## src/rtl/uart_rx_controller_if.sv

```systemverilog
// Handshake bundle between the UART receiver, uart_rx_controller and its downstream consumer.
// The slave modport is the controller's view; the master modport is the environment's view.
interface uart_rx_controller_if #(
  parameter int AW    = 3,
  parameter int CNT_W = 8
);
  logic [7:0]       rx_data;
  logic             rx_sent;
  logic [3:0]       rx_error;
  logic             rx_recieved;
  logic             flush;
  logic [7:0]       out_data;
  logic             out_valid;
  logic             out_ready;
  logic [AW:0]      fifo_count;
  logic [CNT_W-1:0] err_cnt;
  logic [3:0]       last_error;
  logic [CNT_W-1:0] drop_cnt;

  modport slave (
    input  rx_data, rx_sent, rx_error, flush, out_ready,
    output rx_recieved, out_data, out_valid, fifo_count, err_cnt, last_error, drop_cnt
  );

  modport master (
    output rx_data, rx_sent, rx_error, flush, out_ready,
    input  rx_recieved, out_data, out_valid, fifo_count, err_cnt, last_error, drop_cnt
  );
endinterface

```

## src/rtl/uart_rx_controller.sv

```systemverilog
// UART receive sequencer: acks receiver bytes, buffers them in a FIFO, tracks line errors.
// Define UART_RX_CTRL_DROP_EN to ack-and-discard bytes on a full FIFO instead of stalling.
module uart_rx_controller #(
  parameter int DEPTH = 8,
  parameter int AW    = 3,
  parameter int CNT_W = 8
) (
  input  logic                  clk,
  input  logic                  rst,
  uart_rx_controller_if.slave   bus
);

`ifdef UART_RX_CTRL_DROP_EN
  localparam bit DropEn = 1'b1;
`else
  localparam bit DropEn = 1'b0;
`endif

  localparam logic [AW:0] FullCount = (AW+1)'(DEPTH);

  typedef enum logic [0:0] {IDLE, ACK} state_e;

  state_e           state_q, state_d;
  logic             rx_recieved_q, rx_recieved_d;
  logic [AW-1:0]    wr_ptr_q, wr_ptr_d;
  logic [AW-1:0]    rd_ptr_q, rd_ptr_d;
  logic [AW:0]      count_q, count_d;
  logic [CNT_W-1:0] err_cnt_q, err_cnt_d;
  logic [3:0]       last_error_q, last_error_d;
  logic [3:0]       err_q;
  logic [7:0]       mem [DEPTH];

  logic full, push, pop, err_event;

  // NOTE: every always_comb output gets a default first so no path can infer a latch.
  always_comb begin
    state_d       = state_q;
    rx_recieved_d = rx_recieved_q;
    full          = (count_q == FullCount);
    push          = 1'b0;

    case (state_q)
      IDLE: begin
        if (bus.rx_sent && (!full || DropEn)) begin
          push          = !full && !bus.flush;
          state_d       = ACK;
          rx_recieved_d = 1'b1;
        end
      end
      ACK: begin
        if (!bus.rx_sent) begin
          state_d       = IDLE;
          rx_recieved_d = 1'b0;
        end
      end
      default: state_d = IDLE;
    endcase

    pop       = (count_q != '0) && bus.out_ready && !bus.flush;
    err_event = (bus.rx_error != 4'd0) && (err_q == 4'd0);

    // Flush outranks both push and pop; the handshake itself keeps running.
    if (bus.flush) begin
      wr_ptr_d     = '0;
      rd_ptr_d     = '0;
      count_d      = '0;
      err_cnt_d    = '0;
      last_error_d = 4'd0;
    end else begin
      wr_ptr_d     = push ? wr_ptr_q + 1'b1 : wr_ptr_q;
      rd_ptr_d     = pop  ? rd_ptr_q + 1'b1 : rd_ptr_q;
      count_d      = count_q + (AW+1)'(push) - (AW+1)'(pop);
      err_cnt_d    = (err_event && err_cnt_q != '1) ? err_cnt_q + 1'b1 : err_cnt_q;
      last_error_d = (bus.rx_error != 4'd0) ? bus.rx_error : last_error_q;
    end
  end

`ifdef UART_RX_CTRL_DROP_EN
  logic [CNT_W-1:0] drop_cnt_q, drop_cnt_d;
  logic             drop;

  always_comb begin
    drop       = (state_q == IDLE) && bus.rx_sent && full;
    drop_cnt_d = drop_cnt_q;
    if (bus.flush)
      drop_cnt_d = '0;
    else if (drop && drop_cnt_q != '1)
      drop_cnt_d = drop_cnt_q + 1'b1;
  end

  always_ff @(posedge clk or posedge rst) begin
    if (rst) drop_cnt_q <= '0;
    else     drop_cnt_q <= drop_cnt_d;
  end

  assign bus.drop_cnt = drop_cnt_q;
`else
  assign bus.drop_cnt = '0;
`endif

  // NOTE: sequential state uses non-blocking assignments so all flops update together at the edge.
  always_ff @(posedge clk or posedge rst) begin
    if (rst) begin
      state_q       <= IDLE;
      rx_recieved_q <= 1'b0;
      wr_ptr_q      <= '0;
      rd_ptr_q      <= '0;
      count_q       <= '0;
      err_cnt_q     <= '0;
      last_error_q  <= 4'd0;
      err_q         <= 4'd0;
    end else begin
      state_q       <= state_d;
      rx_recieved_q <= rx_recieved_d;
      wr_ptr_q      <= wr_ptr_d;
      rd_ptr_q      <= rd_ptr_d;
      count_q       <= count_d;
      err_cnt_q     <= err_cnt_d;
      last_error_q  <= last_error_d;
      err_q         <= bus.rx_error;
    end
  end

  // NOTE: the storage array is not reset; out_data is masked to zero whenever the FIFO is empty.
  always_ff @(posedge clk) begin
    if (push) mem[wr_ptr_q] <= bus.rx_data;
  end

  assign bus.rx_recieved = rx_recieved_q;
  assign bus.out_valid   = (count_q != '0);
  assign bus.out_data    = (count_q != '0) ? mem[rd_ptr_q] : 8'h00;
  assign bus.fifo_count  = count_q;
  assign bus.err_cnt     = err_cnt_q;
  assign bus.last_error  = last_error_q;

endmodule

```

## src/flat_wrapper.sv

```systemverilog
// flat-port wrapper written by rule: the top's interface ports become plain ports
module uart_rx_controller_flat 
#(
  parameter int DEPTH = 8,
  parameter int AW    = 3,
  parameter int CNT_W = 8
)
  (clk, rst, bus_rx_data, bus_rx_sent, bus_rx_error, bus_flush, bus_out_ready, bus_rx_recieved, bus_out_data, bus_out_valid, bus_fifo_count, bus_err_cnt, bus_last_error, bus_drop_cnt);
  uart_rx_controller_if #(.AW(AW), .CNT_W(CNT_W)) bus_i ();
  input  logic clk;
  input  logic rst;
  input wire logic [$bits(bus_i.rx_data)-1:0] bus_rx_data;
  input wire logic [$bits(bus_i.rx_sent)-1:0] bus_rx_sent;
  input wire logic [$bits(bus_i.rx_error)-1:0] bus_rx_error;
  input wire logic [$bits(bus_i.flush)-1:0] bus_flush;
  input wire logic [$bits(bus_i.out_ready)-1:0] bus_out_ready;
  output wire logic [$bits(bus_i.rx_recieved)-1:0] bus_rx_recieved;
  output wire logic [$bits(bus_i.out_data)-1:0] bus_out_data;
  output wire logic [$bits(bus_i.out_valid)-1:0] bus_out_valid;
  output wire logic [$bits(bus_i.fifo_count)-1:0] bus_fifo_count;
  output wire logic [$bits(bus_i.err_cnt)-1:0] bus_err_cnt;
  output wire logic [$bits(bus_i.last_error)-1:0] bus_last_error;
  output wire logic [$bits(bus_i.drop_cnt)-1:0] bus_drop_cnt;
  assign bus_i.rx_data = bus_rx_data;
  assign bus_i.rx_sent = bus_rx_sent;
  assign bus_i.rx_error = bus_rx_error;
  assign bus_i.flush = bus_flush;
  assign bus_i.out_ready = bus_out_ready;
  assign bus_rx_recieved = bus_i.rx_recieved;
  assign bus_out_data = bus_i.out_data;
  assign bus_out_valid = bus_i.out_valid;
  assign bus_fifo_count = bus_i.fifo_count;
  assign bus_err_cnt = bus_i.err_cnt;
  assign bus_last_error = bus_i.last_error;
  assign bus_drop_cnt = bus_i.drop_cnt;
  uart_rx_controller #(.DEPTH(DEPTH), .AW(AW), .CNT_W(CNT_W)) u_core (.clk(clk), .rst(rst), .bus(bus_i));
endmodule
```

## config.mk

```make
export PLATFORM = sky130hd
export DESIGN_NAME = uart_rx_controller_flat
export DESIGN_NICKNAME = d
export VERILOG_FILES = /design/src/rtl/uart_rx_controller_if.sv /design/src/rtl/uart_rx_controller.sv /design/src/flat_wrapper.sv
export SDC_FILE = /design/constraint.sdc
export NUM_CORES = 1
export LEC_CHECK = 0
export ABC_AREA = 1
export CAP_MARGIN = 20
export CORE_MARGIN = 4
export CORE_UTILIZATION = 30
export DETAILED_ROUTE_END_ITERATION = 8
export PLACE_DENSITY = 0.57
export SLEW_MARGIN = 10
export SYNTH_ARGS = -nofsm -noshare
export SYNTH_HDL_FRONTEND = slang
export SYNTH_SLANG_ARGS = --single-unit
export TNS_END_PERCENT = 1
```

## constraint.sdc

```tcl
create_clock -name clk -period 2.9 [get_ports clk]
set_input_delay 0.435 -clock clk [delete_from_list [all_inputs] [get_ports clk]]
set_output_delay 0.435 -clock clk [all_outputs]
set_load 0.02 [all_outputs]
```

Word-level counts from Yosys, hierarchy flattened
Memories as Yosys holds them, arrays and structs flattened.
Index checks and enable logic that the tools add are counted.
W data, S select, Z words.
Storage, ports and cells
  memory bits (writable): 64
  memories: 1
  flip-flop bits (word level): 28
  output and inout port bits: 34
Cells by class
  muxes and demuxes: 20
  bitwise gates (word level): 1
  reductions and logical operators: 16
  equal/unequal tests: 4
  add/sub/neg operators: 5
Memory list
  u_core.mem: words 8, width 8, read ports 1, clocked after memory_dff 0, wr ports 1, RTL line uart_rx_controller.sv:31  | logic [7:0] mem [DEPTH];
Operators with widths (number)
  $mux W8: 3
  $mux W3: 4
  $mux W4: 3
  $add A8 B1 Y8 const B: 1
  $mux W1: 8
  $ne A8 B8 Y1 const B: 1
  $reduce_bool A2 Y1: 4
  $reduce_bool A4 Y1: 2
  $add A3 B1 Y3 const B: 2
  $logic_and A1 B1 Y1: 6
  $add A4 B1 Y4: 1
  $eq A4 B4 Y1 const B: 1
  $logic_not A4 Y1: 1
  $pmux W1 S2: 2
  $sub A4 B1 Y4: 1
  $logic_not A1 Y1: 2
  $ne A2 B1 Y1 const B: 1
  $ne A2 B2 Y1 const B: 1
  $reduce_and A2 Y1: 1
  $not A1 Y1: 1

Logic depth before layout (Yosys ltp)
  depth in word-level cells: 8
  mapped depth: 13
  mapped depth without buffers: 13

Least setup slack after synthesis
Ideal clock, no wire load.
  kind: flip-flop to flip-flop
  start point: register u_core.count_q[2], in the netlist u_core.bus.fifo_count[2]
  end point: register u_core.count_q[2], in the netlist u_core.bus.fifo_count[2]
  data arrival time: 2.229 ns
  path slack: 0.553 ns
  setup time: 0.119 ns
  stages on the path, launching flop included: 12
  path through: dfrtp_1 -> inv_1 -> ha_1 -> nand3_2 -> nand2_2 -> nor2_1 -> ha_1 -> inv_1 -> ha_1 -> fa_1 -> xnor2_1 -> nor2_1
RTL lines
  from (decl): RTL line uart_rx_controller.sv:27  | logic [AW:0] count_q, count_d;
  from (signal assigned): RTL line uart_rx_controller.sv:117  | count_q <= count_d;
  $reduce_bool A4 Y1
  net bus_out_valid: RTL line flat_wrapper.sv:19  | output wire logic [$bits(bus_i.out_valid)-1:0] bus_out_valid;
  $logic_and A1 B1 Y1 (2 in a row): RTL line uart_rx_controller.sv:59  | pop = (count_q != '0) && bus.out_ready && !bus.flush;
  $sub A4 B1 Y4: RTL line uart_rx_controller.sv:72  | count_d = count_q + (AW+1)'(push) - (AW+1)'(pop);
  $mux W4: RTL line uart_rx_controller.sv:63  | if (bus.flush) begin
  net u_core.count_d[2]: RTL line uart_rx_controller.sv:27
The timed path passes the listed nets, and every way through them passes these cells.
A chain may end at the register's enable or synchronous reset.

Final worst setup path
  start point: register u_core.rd_ptr_q[0]
  end point: output bus_out_data[0]
On the way
  word-level cells in the longest chain between the ends: 2
RTL lines
  from (decl): RTL line uart_rx_controller.sv:26  | logic [AW-1:0] rd_ptr_q, rd_ptr_d;
  from (signal assigned): RTL line uart_rx_controller.sv:116  | rd_ptr_q <= rd_ptr_d;
  $mem_v2 Z8 W8
  $mux W8: RTL line uart_rx_controller.sv:131  | assign bus.out_data = (count_q != '0) ? mem[rd_ptr_q] : 8'h00;
  to (decl): RTL line flat_wrapper.sv:18  | output wire logic [$bits(bus_i.out_data)-1:0] bus_out_data;
Every way passes these cells.

==> qor.csv <==
metric,value,unit
Cells after DPL,641,
GRT overflow,0,
Design Power,4.089,mW
diode count,0,
ANT nets after route,0,
layout cells sized above 1,10.90,%
CP startpoint kind,register,
worst setup margin,0.2505,ns
IO buf count,42,
cell mode on critical path,nor2_1,
clock network power share,29.0,%
die area,16180,sq um
Final Hold Vio Count,0,
standard-cell rows,43,
remaining routing DRC violations,0,
gr usage total,11.74,%
CTS Buffer Depth,2,
vias in the first global route,2887,
Hold Crit Class,in2async,
setup_tns,0,ns
worst reg2reg endpoint,u_core.bus.fifo_count[2],
cells on worst reg2reg path,11,
Leak,2.062,nW
switching power total,1.389,mW
final setup vio count,0,
Post-Synthesis Cells,420,
nets,499,
core area,13880,sq um
sw frac,33.96,%
power share of the combinational group,32.9,%
"commonest non-fill, non-tap cell in the layout",nor2_1,
initial antenna violation count,0,
CTS Root Cell,clkbuf_16,
"area leader, netlist",edfxtp_1,
syn_area_per_cell,10.15,sq um
"Slew Viols, Final",0,
CP peak stage delay,0.62,ns
crit path capture,bus_out_data[0],
slew margin rel.,51.46,%
synth unique cells,28,
initial DRC count,226,
first-pass GRT wire length,14740,um
CP top delay family,buffers and inverters,
TritonCTS buffer count,9,
status,"complete, no violations",
area grow syn2layout,20.99,%
RR Startpoint,u_core.bus.fifo_count[2],
"CTS clk-pin slew, worst paths",0.06,ns
routed wire length,9020,um
"slowest stage cell, crit path",clkdlybuf4s50_1,
Ys Warns,0,
Worst-Margin Slew,0.7281,ns
vias per inst,4.463,
Layout Skew,0.006327,ns
"Setup Fix Bufs, Post-CTS",0,
routed vias,2932,
hold slack,0.4557,ns
clock latency on the worst-skew pair,0.34,ns
Detailed Routing Iterations Pass 1,4,
required time of the worst setup path,2.47,ns
Starting Density,30.70,%
worst-path fanout max,40,
CP bufs+invs,2,
H-tree depth,3,
pre-CTS setup slack,0.4123,ns
r2r setup slk,0.45,ns
Die Wd,127.2,um
Crit path depth,8,
post-route insts no fill,657,
clk sinks,92,
Final GP Congestion,0.7790,
f_max,377.4,MHz
VDD IR max,0.2573,mV
"top cells by area, synth","edfxtp_1 (45%), dfrtp_1 (16%), nor2_1 (7.5%)",
endpoint class of the critical path,output port,
CP Cell Sequence,buf_8 -> nor2_1 -> nor2_1 -> o21ai_1 -> o21ai_1 -> nor2_1 -> nor2_1 -> clkdlybuf4s50_1,
CTS tree,built,
register area share after synthesis,61.54,%
MaxCap Viol Count,0,
Arrival @ worst endpoint,2.21,ns
Critical path origin,u_core.rd_ptr_q[0],
Final HPWL DP,5980,um
minimum clock period,2.649,ns
"commonest non-fill, non-tap cells in the layout","nor2_1 (85), nand2_1 (66), edfxtp_1 (64), clkdlybuf4s50_1 (42), inv_1 (37)",
RSZ-0062 raised after global routing,no,
Yosys reg bits,92,
WL/cell,13.73,um
Pwr Density,793.0,nW/um^2
internal power,2.700,mW
Reg power frac,38.1,%
post-synth design cell area,4262,sq um
IO Count,51,
Worst Setup Path Type,reg2out,
post-synth top area share,45.10,%
die height,127.2,um
largest net degree at the start of global routing,41,
final period utilization,91.36,%
## through the flow
stage	utilization [%]	instance area (sq um)
2_1_floorplan	-	4288
3_3_place_gp	34.91	4846
3_5_place_dp	34.91	4846
4_1_cts	37.08	5147
5_1_grt	37.15	5156
6_report	37.15	5156
## repair_timing
| item | in CTS | in global routing |
|---|---|---|
| gates resized for setup | 0 | 4 |
| hold buffers | 0 | 0 |
| endpoints found under the setup margin | 0 | 7 |
## layer usage
layer	up-vias	share of wire, %	GRT usage [%]
met5	-	0	0
met4	0	1.6	4.290
met3	12	4.4	3.344
li1	1460	-	-
met2	57	50	19.89
met1	1403	44	14.30
## power groups by stage
stage	Combinational [mW]	Clock (mW)	Sequential, mW
floorplan	0.919	0	1.60
finish	1.34	1.18	1.56
global placement	1.34	0	1.58
detailed placement	1.35	0	1.59
global route	1.49	1.27	1.57
CTS	1.36	1.22	1.56
## Yosys cell counts
library cell / number
xnor2_1: 3
buf_12: 1
fa_1: 1
inv_1: 37
nand3_2: 3
buf_2: 3
nand2_2: 3
nand2_1: 66
dfrtp_1: 28
ha_1: 9
buf_6: 6
o21ai_1: 24
o31ai_1: 1
a21oi_1: 2
inv_4: 1
edfxtp_1: 64
nor2_4: 1
nor2_2: 11
nor2_1: 85
nand4_1: 1
inv_2: 2
conb_1: 1
buf_4: 12
inv_6: 1
xor2_1: 3
and2_0: 1
nand3_1: 32
o21ai_0: 18
## how the worst min path moves through the flow
| stage | start | end | slack [ns] | cells past startpoint |
|---|---|---|---|---|
| after floorplan | u_core.state_q | u_core.state_q | 0.44 | 2 |
| after global placement | u_core.state_q | u_core.state_q | 0.46 | 2 |
| after detailed placement | u_core.state_q | u_core.state_q | 0.46 | 2 |
| after CTS | rst | u_core.bus.rx_recieved | 0.47 | 3 |
| after global routing | rst | u_core.bus.rx_recieved | 0.50 | 3 |
| final | rst | u_core.bus.fifo_count[3] | 0.46 | 3 |
## cells by family after synthesis
kind of cell | after synthesis | share of synthesized area (%)
simple gates | 203 | 20.38
fa+ha+maj | 10 | 3.112
buf+inv | 63 | 8.309
xor+xnor | 6 | 1.233
other cells | 1 | 0.08800
compound gates | 45 | 5.344
flops | 92 | 61.54
## registers in the layout (all words and copies together) (netlist names)
name and cells:
u_core.mem 64, u_core.bus.err_cnt 8, u_core.bus.fifo_count 4, u_core.bus.last_error 4, u_core.err_q 4, u_core.rd_ptr_q 3, u_core.wr_ptr_q 3, u_core.bus.rx_recieved 1
u_core.state_q 1
## cell type report
| type | count | area [sq um] |
|---|---|---|
| fillers | 1387 | 8725 |
| flip-flops and latches | 92 | 2624 |
| multi-input cells | 272 | 1311 |
| repair buffers | 56 | 533.0 |
| clock buffers | 9 | 225.2 |
| well taps | 180 | 225.2 |
| inverters | 41 | 161.4 |
| clock inverters | 7 | 76.32 |
## tightest hold or removal path, cell delays in order
cell and delay [ns]:
clkdlybuf4s50_1 0.39, inv_1 0.05, buf_4 0.33
(Power assumes the default switching activity.)
